$ cat src/rtl/ascii_tx_pkg.sv
// ascii_tx_pkg: FSM states, ASCII constants and nibble-to-ASCII helper for ascii_result_tx
package ascii_tx_pkg;
  typedef enum logic [1:0] {IDLE, SCAN, EMIT, WAIT} state_t;
  localparam logic [7:0] ASC_0 = 8'h30;
  localparam logic [7:0] ASC_X = 8'h78;
  localparam logic [7:0] ASC_UA = 8'h41;
  localparam logic [7:0] ASC_LA = 8'h61;
  localparam logic [7:0] ASC_CR = 8'h0D;
  localparam logic [7:0] ASC_LF = 8'h0A;
  function automatic logic [7:0] nib2ascii(input logic [3:0] nib, input logic upper);
    return nib < 4'd10 ? ASC_0 + {4'h0, nib} : (upper ? ASC_UA : ASC_LA) + {4'h0, nib} - 8'd10;
  endfunction
endpackage

$ cat src/rtl/lead_zero_cnt.sv
// lead_zero_cnt: data in (NIB nibbles); idx out = leading zero nibble count from MSB, zero out = all nibbles zero
module lead_zero_cnt #(
  parameter int NIB = 8
) (
  input  logic [4*NIB-1:0]       data,
  output logic [$clog2(NIB)-1:0] idx,
  output logic                   zero
);
  localparam int IW = $clog2(NIB);
  always_comb begin
    idx = '0;
    zero = 1'b1;
    for (int i = 0; i < NIB; i++)
      if (data[4*i +: 4] != 4'h0) begin
        idx = IW'(NIB - 1 - i);
        zero = 1'b0;
      end
  end
endmodule

$ cat src/rtl/ascii_result_tx.sv
// ascii_result_tx: hex-to-ASCII result transmitter; alu_done/result in, uart_out/uart_valid out paced by tx_done, busy/done/drop status out
module ascii_result_tx
  import ascii_tx_pkg::*;
#(
  parameter int DATA_W = 32,
  parameter int UPPER = 0,
  parameter int SUPPRESS_ZEROS = 1,
  parameter int PREFIX_EN = 0,
  parameter int TERM_EN = 1
) (
  input  logic              clk,
  input  logic              rst,
  input  logic              alu_done,
  input  logic [DATA_W-1:0] result,
  input  logic              tx_done,
  output logic [7:0]        uart_out,
  output logic              uart_valid,
  output logic              busy,
  output logic              done,
  output logic              drop
);
  localparam int NIB = DATA_W / 4;
  localparam int CW = $clog2(NIB + 5);
  localparam int IW = $clog2(NIB);
  localparam logic [CW-1:0] TRM = CW'(TERM_EN != 0 ? 2 : 0);
  localparam logic [CW-1:0] PRE = CW'(PREFIX_EN != 0 ? 2 : 0);
  state_t state, nxt;
  logic [DATA_W-1:0] sh;
  logic [CW-1:0] cnt, dig, dig_n;
  logic [IW-1:0] lz;
  logic zero, fin, is_pre, is_trm;
  logic [7:0] chr;
  lead_zero_cnt #(.NIB(NIB)) u_lzc (
    .data(sh),
    .idx(lz),
    .zero(zero)
  );
  always_ff @(posedge clk or posedge rst)
    if (rst) state <= IDLE;
    else state <= nxt;
  always_comb
    nxt = state == IDLE ? (alu_done ? SCAN : IDLE) :
          state == SCAN ? EMIT :
          state == EMIT ? WAIT :
          !tx_done ? WAIT :
          cnt == '0 ? IDLE : EMIT;
  always_comb begin
    dig_n = SUPPRESS_ZEROS == 0 ? CW'(NIB) : zero ? CW'(1) : CW'(NIB) - CW'(lz);
    is_pre = cnt > dig + TRM;
    is_trm = cnt <= TRM;
    chr = is_pre ? (cnt == dig + TRM + PRE ? ASC_0 : ASC_X) :
          is_trm ? (cnt == CW'(2) ? ASC_CR : ASC_LF) :
          nib2ascii(sh[DATA_W-1 -: 4], UPPER != 0);
  end
  always_ff @(posedge clk or posedge rst)
    if (rst) begin
      sh <= '0;
      cnt <= '0;
      dig <= '0;
      fin <= 1'b0;
      uart_out <= '0;
      uart_valid <= 1'b0;
      busy <= 1'b0;
      done <= 1'b0;
      drop <= 1'b0;
    end else begin
      busy <= state != IDLE;
      uart_valid <= state == EMIT;
      fin <= state == WAIT && tx_done && cnt == '0;
      done <= fin;
      drop <= alu_done && state != IDLE;
      if (state == IDLE && alu_done) sh <= result;
      if (state == SCAN) begin
        sh <= SUPPRESS_ZEROS != 0 ? sh << {lz, 2'b00} : sh;
        dig <= dig_n;
        cnt <= dig_n + TRM + PRE;
      end
      if (state == EMIT) begin
        uart_out <= chr;
        cnt <= cnt - CW'(1);
        if (!is_pre && !is_trm) sh <= sh << 4;
      end
    end
endmodule
$ cat config.mk
export PLATFORM = sky130hd
export DESIGN_NAME = ascii_result_tx
export DESIGN_NICKNAME = d
export VERILOG_FILES = /design/src/rtl/ascii_tx_pkg.sv /design/src/rtl/lead_zero_cnt.sv /design/src/rtl/ascii_result_tx.sv
export SDC_FILE = /design/constraint.sdc
export NUM_CORES = 1
export LEC_CHECK = 0
export CAP_MARGIN = 20
export CORE_MARGIN = 2
export CORE_UTILIZATION = 50
export CTS_BUF_LIST = sky130_fd_sc_hd__clkbuf_8 sky130_fd_sc_hd__clkbuf_16
export DETAILED_ROUTE_END_ITERATION = 8
export GPL_TIMING_DRIVEN = 0
export PLACE_DENSITY = 0.73
export SLEW_MARGIN = 20
export SYNTH_ARGS = -nofsm -noshare
export SYNTH_HDL_FRONTEND = slang
export SYNTH_HIERARCHICAL = 1
export SYNTH_SLANG_ARGS = --single-unit
$ cat constraint.sdc
create_clock -name clk -period 6.65 [get_ports clk]
set_input_delay 1.33 -clock clk [delete_from_list [all_inputs] [get_ports clk]]
set_output_delay 1.33 -clock clk [all_outputs]
set_load 0.01 [all_outputs]
==> impl_metrics.env <==
export IMPL_gp_congestion=0.9729
export IMPL_status="finished, final reports clean"
export IMPL_synth_top_area_share_pct=33.00
export IMPL_netlist_area_mm2=0.004095
export IMPL_hold_depth=0
export IMPL_synth_cell_types=51
export IMPL_die_h_um=94.50
export IMPL_start_util_pct=50.60
export IMPL_ant_nets=0
export IMPL_crit_chain="nor4_1, nand3_1, a21oi_1, buf_6, buf_6, inv_1, ha_1, nor2b_1, ha_1, xor2_1, o21ai_0, a21oi_1"
export IMPL_syn_nets=511
export IMPL_p_leak_nw=1.878
export IMPL_cp_slowest_stage_delay_ns=0.60
export IMPL_drc_errors=0
export IMPL_hpwl_um=9435
export IMPL_avgSynthCellArea_um2=8.903
export IMPL_ys_flop_type="dfrtp_1"
export IMPL_ys_warnings_count=6
export IMPL_r2r_start="sh[12]$_DFF_PP0_"
export IMPL_die_x_um=94.50
export IMPL_pwr_share_comb_pct=62.3
export IMPL_drt_pass1_iter_count=5
export IMPL_slew_headroom_pct=52.60
export IMPL_diodes=0
export IMPL_cts_sinks=54
export IMPL_yosys_top_cells_count="nand2_1, dfrtp_1, a21oi_1, mux2i_1, nor2_1"
export IMPL_rsz0062_at_grt="no"
export IMPL_cts_resized=0
export IMPL_seqPwrFrac_pct=29.1
export IMPL_yosysTopAreaCell="dfrtp_1"
export IMPL_vdd_ir_drop_worst_mv=0.2150
export IMPL_cp_required_ns=6.84
export IMPL_viasPerCell=6.279
export IMPL_p_per_area_mw_per_mm2=472.1
export IMPL_critPathTopFamily="simple AND/OR/NAND/NOR gates"
export IMPL_grt_overflow_total=0
export IMPL_final_hold_violation_count=0
export IMPL_ys_seq_area_share_pct=33.00
export IMPL_p_int_mw=1.142
export IMPL_switchingPower_mw=1.112
export IMPL_path_clk_slew_ns=0.11
export IMPL_clockRootBuffer="clkbuf_8"
export IMPL_area_growth_synth_to_final_pct=16.62
export IMPL_core_mm2=0.008093
export IMPL_drv_cap=0
export IMPL_regToRegSetupSlack_ns=3.35
export IMPL_ff2ff_path_depth=12
export IMPL_antenna_found_initial=0
export IMPL_skew_ns=0.01117
export IMPL_synth_most_common_cell="nand2_1"
export IMPL_arrival_ns=3.50
export IMPL_crit_path_end_kind="flop"
export IMPL_grt_pass1_vias=3705
export IMPL_hold_path_class="reg2reg"
export IMPL_avgRoutedWirePerCell_um=21.25
export IMPL_seqCellArea_mm2=0.001351
export IMPL_final_fill_count=764
export IMPL_cts_setup_buffers=0
export IMPL_clock_latency_ns=0.32
export IMPL_path_max_fanout=10
export IMPL_worstReg2RegEnd="cnt[3]$_DFFE_PP0P_"
export IMPL_port_buffers=46
export IMPL_min_period_ns=3.302
export IMPL_crit_buf_inv=3
export IMPL_drive_gt1_share_pct=14.20
export IMPL_fin_setup_tns_ns=0
export IMPL_clockPowerShare_pct=8.6
export IMPL_hold_end="done$_DFF_PP0_"
export IMPL_cts_made_buffers=5
export IMPL_worstMarginPinSlew_ns=0.7110
export IMPL_first_iter_violations=295
export IMPL_routed_wl_um=13160
export IMPL_vias=3887
export IMPL_grt_max_degree=55
export IMPL_async_flop_share_pct=100.0
export IMPL_layout_nets=564
export IMPL_final_util_pct=59.01
export IMPL_ctsHoldBuffers=0
export IMPL_cts_tree="done"
export IMPL_startpoint_type="flop"
export IMPL_htree_levels=2
export IMPL_syn_inst=460
export IMPL_swShare_pct=49.33
export IMPL_fmax_mhz=302.8
export IMPL_placementRows=33
export IMPL_crit_type="reg2reg"
export IMPL_synth_edf_count=0
export IMPL_cp_slowest_cell="nor4_1"
export IMPL_fin_crit_sh_pct=49.66
export IMPL_grtUsageTotal_pct=30.54
export IMPL_io_pins=48
export IMPL_finalSetupViolations=0
export IMPL_synth_seq_cells=54
export IMPL_hp_start="fin$_DFF_PP0_"
export IMPL_clockBufferDepth=2
export IMPL_finalMaxSlewViolations=0
export IMPL_yosys_top_cells_area="dfrtp_1, mux2i_1, mux2_2"
export IMPL_multi_input_area_mm2=0.002506
export IMPL_grt_pass1_wl_um=20510
export IMPL_dieArea_mm2=0.008930
registers in the layout (all words and copies together), names as in the netlist:
register    cells
state           2
fin             1
done            1
sh             32
uart_valid      1
uart_out        7
busy            1
dig             4
cnt             4
drop            1
per-stage QoR:
step                      area (um2)  hold slack [ns]  power (mW)  instances  worst slack, ns
after global placement          4687           0.3349       2.003        611            2.854
after global routing            4776           0.3696       2.420        619            3.177
after detailed placement        4690           0.3417       2.030        611            3.475
final                           4776           0.3643       2.255        619            3.348
after CTS                       4776           0.3663       2.229        619            3.447
after floorplan                 4095           0.3312       1.609        460            4.005
power groups by stage:
stage / Clock [mW] / Combinational [mW] / Sequential (mW)
after global routing: 0.213 / 1.54 / 0.667
after global placement: 0 / 1.35 / 0.651
final: 0.194 / 1.40 / 0.655
after detailed placement: 0 / 1.38 / 0.652
after floorplan: 0 / 1.02 / 0.586
after CTS: 0.198 / 1.38 / 0.647
cells by family (layout without fill, tap and decap cells):
logic type / count (synthesis) / after routing / synth area share (%)
AO/OA/AOI/OAI: 125 / 125 / 18.58
XOR/XNOR: 4 / 4 / 0.8556
adder cells (fa/ha/maj): 15 / 15 / 4.583
buffers and inverters: 48 / 102 / 5.805
flip-flops: 54 / 54 / 33.00
multiplexers: 72 / 72 / 19.80
other: 1 / 1 / 0.09157
AND/OR/NAND/NOR: 141 / 141 / 17.29
metal layers:
metal / global-route usage [%] / part of all wire [%] / vias up
met1: 43.72 / 45 / 1908
met2: 45.42 / 45 / 183
met4: 10.14 / 2.0 / 0
met5: 0 / 0 / -
li1: - / - / 1771
met3: 7.183 / 7.9 / 25
worst max path at each step:
stage / startpoint / endpoint / cells past startpoint
after global placement: rst / sh[9]$_DFF_PP0_ / 2
after floorplan: rst / busy$_DFF_PP0_ / 1
after global routing: sh[12]$_DFF_PP0_ / cnt[3]$_DFFE_PP0P_ / 12
after CTS: sh[12]$_DFF_PP0_ / cnt[3]$_DFFE_PP0P_ / 12
final: sh[12]$_DFF_PP0_ / cnt[3]$_DFFE_PP0P_ / 12
after detailed placement: sh[13]$_DFF_PP0_ / cnt[3]$_DFFE_PP0P_ / 12
final cells by class:
class | count | share of cell area (%)
Clock buffer | 5 | 1.441
Sequential cell | 54 | 28.29
Clock inverter | 3 | 0.3668
Inverter | 15 | 1.231
Tap cell | 105 | 2.751
Buffer | 33 | 3.799
Multi-Input combinational cell | 358 | 52.48
Timing Repair Buffer | 46 | 9.641
cells in the final DEF (no fill, tap or decap), types with 2 or more instances in the layout:
master,netlist,final
nor4_1,7,7
nand3_1,8,8
nor3_1,13,13
buf_2,10,10
clkbuf_1,13,13
nor2b_1,7,7
o22ai_1,10,10
mux2_2,24,24
ha_1,15,15
o2bb2ai_1,8,8
nor3_2,2,2
a21oi_1,47,47
inv_1,13,13
or4_4,2,2
nand2_1,55,55
a31oi_1,17,17
buf_1,3,3
clkbuf_8,0,5
o211ai_1,5,5
nor2_1,25,25
o21ai_0,22,22
and3_1,4,4
buf_4,2,2
mux2i_1,36,36
xor2_1,2,2
nand2b_1,4,4
dfrtp_1,54,54
xnor2_1,2,2
nand3b_1,5,5
a211oi_1,5,5
buf_6,5,5
o221ai_1,4,4
clkdlybuf4s50_1,0,46
mux2_4,12,12
Note: power is estimated with default switching activity, not from simulation.
